$ cat src/rtl/lc2k_reg_file.sv
// LC2K architectural register file: two combinational read ports with write-through
// bypass, one clocked write port, optional hardwired-zero r0 and an init sweep sequencer.
module lc2k_reg_file #(
    parameter int DATA_W        = 32,
    parameter int ADDR_W        = 3,
    parameter bit ZERO_R0       = 1'b1,
    parameter bit INIT_IDENTITY = 1'b0
) (
    input  logic              clk,
    input  logic              rst_n,
    input  logic [ADDR_W-1:0] read_regA,
    input  logic [ADDR_W-1:0] read_regB,
    input  logic [ADDR_W-1:0] write_reg,
    input  logic [DATA_W-1:0] write_value,
    input  logic              write_en,
    input  logic              clear_req,
    output logic [DATA_W-1:0] aluValA,
    output logic [DATA_W-1:0] regBvalue,
    output logic              ready
);

    localparam int DEPTH = 2 ** ADDR_W;
    localparam logic [ADDR_W:0] LAST_IDX = (ADDR_W + 1)'(DEPTH - 1);

    typedef enum logic {
        ST_INIT,
        ST_READY
    } state_t;

    state_t            state;
    state_t            next_state;
    logic [ADDR_W:0]   idx;
    logic [ADDR_W:0]   next_idx;
    logic [DATA_W-1:0] regs [DEPTH];
    logic              mem_we;
    logic [ADDR_W-1:0] mem_addr;
    logic [DATA_W-1:0] mem_data;

    always_ff @(posedge clk or negedge rst_n) begin
        if (!rst_n) begin
            state <= ST_INIT;
            idx   <= '0;
        end else begin
            state <= next_state;
            idx   <= next_idx;
        end
    end

    // The sweep and the user write share the single array write port.
    always_comb begin
        next_state = state;
        next_idx   = idx;
        mem_we     = 1'b0;
        mem_addr   = write_reg;
        mem_data   = write_value;
        case (state)
            ST_INIT: begin
                mem_we   = 1'b1;
                mem_addr = idx[ADDR_W-1:0];
                mem_data = INIT_IDENTITY ? DATA_W'(idx) : '0;
                if (idx == LAST_IDX) begin
                    next_state = ST_READY;
                end else begin
                    next_idx = idx + 1'b1;
                end
            end
            ST_READY: begin
                if (clear_req) begin
                    next_state = ST_INIT;
                    next_idx   = '0;
                end else begin
                    mem_we = write_en && !(ZERO_R0 && (write_reg == '0));
                end
            end
            default: begin
                next_state = ST_INIT;
                next_idx   = '0;
            end
        endcase
    end

    always_ff @(posedge clk) begin
        if (mem_we) begin
            regs[mem_addr] <= mem_data;
        end
    end

    // Hardwired zero outranks bypass; bypass outranks stored contents.
    function automatic logic [DATA_W-1:0] read_port(input logic [ADDR_W-1:0] addr);
        logic [DATA_W-1:0] val;
        val = '0;
        if (state != ST_READY) begin
            val = '0;
        end else if (ZERO_R0 && (addr == '0)) begin
            val = '0;
        end else if (write_en && (write_reg == addr)) begin
            val = write_value;
        end else begin
            val = regs[addr];
        end
        return val;
    endfunction

    always_comb begin
        aluValA   = read_port(read_regA);
        regBvalue = read_port(read_regB);
        ready     = (state == ST_READY);
    end

endmodule

$ cat config.mk
export PLATFORM = sky130hd
export DESIGN_NAME = lc2k_reg_file
export DESIGN_NICKNAME = d
export VERILOG_FILES = /design/src/rtl/lc2k_reg_file.sv
export SDC_FILE = /design/constraint.sdc
export NUM_CORES = 1
export LEC_CHECK = 0
export BUFFER_PORTS_ARGS = -buffer_cell sky130_fd_sc_hd__buf_4
export CAP_MARGIN = 10
export CELL_PAD_IN_SITES_DETAIL_PLACEMENT = 1
export CELL_PAD_IN_SITES_GLOBAL_PLACEMENT = 1
export CORE_ASPECT_RATIO = 0.75
export CORE_MARGIN = 2
export CORE_UTILIZATION = 45
export DETAILED_ROUTE_END_ITERATION = 8
export GPL_TIMING_DRIVEN = 0
export PLACE_DENSITY = 0.8
export SLEW_MARGIN = 10
export SYNTH_ARGS = -nofsm -noshare
export SYNTH_HDL_FRONTEND = slang
export SYNTH_SLANG_ARGS = --single-unit
$ cat constraint.sdc
create_clock -name clk -period 4.2 [get_ports clk]
set_input_delay 1.05 -clock clk [delete_from_list [all_inputs] [get_ports clk]]
set_output_delay 1.05 -clock clk [all_outputs]
set_load 0.02 [all_outputs]
==> qor.txt <==
post-CTS setup buffer count = 0
Final Util = 0.540
CP top delay family = simple AND/OR/NAND/NOR gates
diode count = 0
cts bufs inserted = 24
M3 GR Usage = 0.0630
Synth cell types = 44
Synth Register Bits = 229
CP Cell Sequence = buf_4 -> buf_4 -> buf_4 -> nand2_1 -> nor2_1 -> o21bai_1 -> a32o_1 -> buf_4
Post-synth EDFFs = 224
commonest non-fill, non-tap cell in the layout = edfxtp_1
worst-path fanout max = 10
initial DRC count = 1042
status = finished, final reports clean
CTS Hold Bufs = 0
per-cell routed wire length = 30.2 µm
gr ovfl total = 0
clock sinks = 229
Slew HR = 0.423
MaxCap Viol Count = 0
top_reg_cell synth = edfxtp_1
hpwl dp = 27.7 mm
initial antenna violation count = 0
crit path from = read_regA[0]
GR Util All Layers = 0.313
Leakage = 4.93 nW
DRC viols = 0
die width = 187 µm
area taken by multi-input logic gates = 0.00406 mm²
Core Region = 0.0248 mm²
Layout area overhead = 18.6%
placed cell count = 1354
cell area after synthesis = 0.0113 mm²
worst vdd ir = 0.319 mV
Seq/Total Area, Yosys = 0.606
final hold viol count = 0
CP Class = primary input to primary output
pwr dens = 595 mW/mm²
Cells after Synth = 902
top-area cell type share of the netlist area = 0.595
first-pass GRT wire length = 61.2 mm
CP max stage delay = 0.47 ns
Final setup viols = 0
root buffer cell = clkbuf_16
f_max = 249 MHz
PostCTS Resize Cnt = 0
launch point of the worst reg-to-reg path = ready
GR Layer Usage met1 = 0.430
Slew Viols, Final = 0
TritonCTS clock tree = done
RD Place Congestion = 0.842
Slowest-stage cell, CP = nand2_1
DRT Wirelength = 42.0 mm
sum of buffers and inverters on the critical path = 4
I/O pin cnt = 110
RSZ-0062 raised after global routing = no
CP Launch Type = primary input
Slew @ Worst Pin = 0.866 ns
CP required = 3.15 ns
yosys warns = 0
FF/Latch Area = 0.00685 mm²
Synth async-reset ratio = 0.0218
vias in the first global route = 9705
worst hold path class = primary input to asynchronous set/reset pin
critical path arrival = 2.96 ns
buffers added on ports = 107
Reg2Reg Setup Slack = 1.68 ns
clk_lat worst skew = 0.53 ns
GR met2 Demand/Resource = 0.495
share of post-route cells with drive strength above 1 = 0.200
Tcrit/Tclk final = 0.955
TritonRoute pass-1 iters = 5
Synthesized Nets = 948
die area = 0.0264 mm²
cells taking the most area after synthesis = edfxtp_1, o22ai_1, mux2i_1
Reg clk slew, reported paths = 0.06 ns
remaining antenna violation count = 0
starting density of the core = 0.455
kind of end point of the critical path = primary output
largest net degree at the start of global routing = 22
GR peak layer = met2
Die Span Y = 141 µm
FF-to-FF path depth = 5
Via Count = 9445
Longest Clk Path Bufs = 3
DR vias/cell = 6.79
nets = 1088
most frequent cells in the layout = edfxtp_1, o22ai_1, buf_4
Tot Pwr = 7.97 mW
leading area contributor after synthesis = edfxtp_1
Final Skew = 0.0120 ns
fin cells = 1391
most frequent CP cell = buf_4
r2r endpoint = regs[1][28]
FILL cells = 2562
Mapped Avg Cell Area = 12.5 µm²
Rows = 50
CTS H-tree depth = 1
crit path time final = 4.01 ns
state kept, by name, indices dropped and copies added (netlist names):
| signal | flops |
|---|---|
| regs | 224 |
| ready | 1 |
| idx | 4 |
how the worst max path moves through the flow:
stage             endpoint  cells after the start
3_5_place_dp   aluValA[31]                      8
2_1_floorplan   regs[4][0]                      5
6_report        aluValA[8]                      8
3_3_place_gp   regs[4][16]                      5
5_1_grt        aluValA[31]                      8
4_1_cts        aluValA[16]                      8
synth_stat cells (5+ instances only):
library cell    n
nand3b_1        5
a21oi_1        58
nor2_1         44
o22ai_1       125
edfxtp_1      224
buf_4           9
buf_1           5
a32o_1         62
clkbuf_1       23
buf_2          47
xnor2_1         6
nor3b_1        34
o21bai_1       10
dfrtp_1         5
and2_1         34
a22oi_1        10
mux2i_1        66
o21ai_0        22
nand2_1        42
a21o_1         32
worst reg2reg max path: cells and delay by family (launching register included):
kind            cells  cell delay (ns)
compound gates      1             0.21
buf+inv             3             1.03
flops               1             0.35
simple gates        1             0.63
stage by stage:
step / area [µm²] / TNS (ns) / setup WS [ns] / hold WS (ns)
5_1_grt: 13400 / 0 / 0.167 / 0.316
4_1_cts: 13400 / 0 / 0.237 / 0.311
3_3_place_gp: 12500 / -125.15 / -0.620 / 0.560
2_1_floorplan: 11300 / 0 / 0.883 / 0.530
3_5_place_dp: 12700 / 0 / 0.280 / 0.577
6_report: 13400 / 0 / 0.190 / 0.315
layer usage:
layer	vias up	share of wire	wire (µm)
li1	3901	-	-
met1	4777	0.41	17200
met2	648	0.45	19000
met3	119	0.10	4330
met4	0	0.036	1490
met5	-	0	0
kinds of logic (layout without fill, tap and decap cells):
| logic type | after synthesis | in the layout | share of synthesized area |
|---|---|---|---|
| AOI/OAI and AO/OA | 336 | 336 | 0.208 |
| DFF | 229 | 229 | 0.606 |
| and+or+nand+nor | 173 | 173 | 0.0810 |
| buffers and inverters | 90 | 241 | 0.0394 |
| muxes | 66 | 66 | 0.0585 |
| xor gates and xnor gates | 7 | 7 | 0.00543 |
| adders and majority gates | 1 | 1 | 0.00111 |
area by class of cell:
| cell class | instances | area share |
|---|---|---|
| sequential | 229 | 0.511 |
| multi-input combinational | 583 | 0.303 |
| timing repair buffer | 114 | 0.0720 |
| clock buffer | 27 | 0.0456 |
| buffer | 86 | 0.0321 |
| tap | 338 | 0.0315 |
| clock inverter | 10 | 0.00392 |
| inverter | 4 | 0.00112 |
report_power, final:
part / leakage (nW) / internal [mW] / switching (mW)
logic: 2.43 / 0.797 / 1.48
registers: 2.17 / 3.42 / 0.380
clock network: 0.325 / 1.03 / 0.868
(Power assumes the default switching activity.)
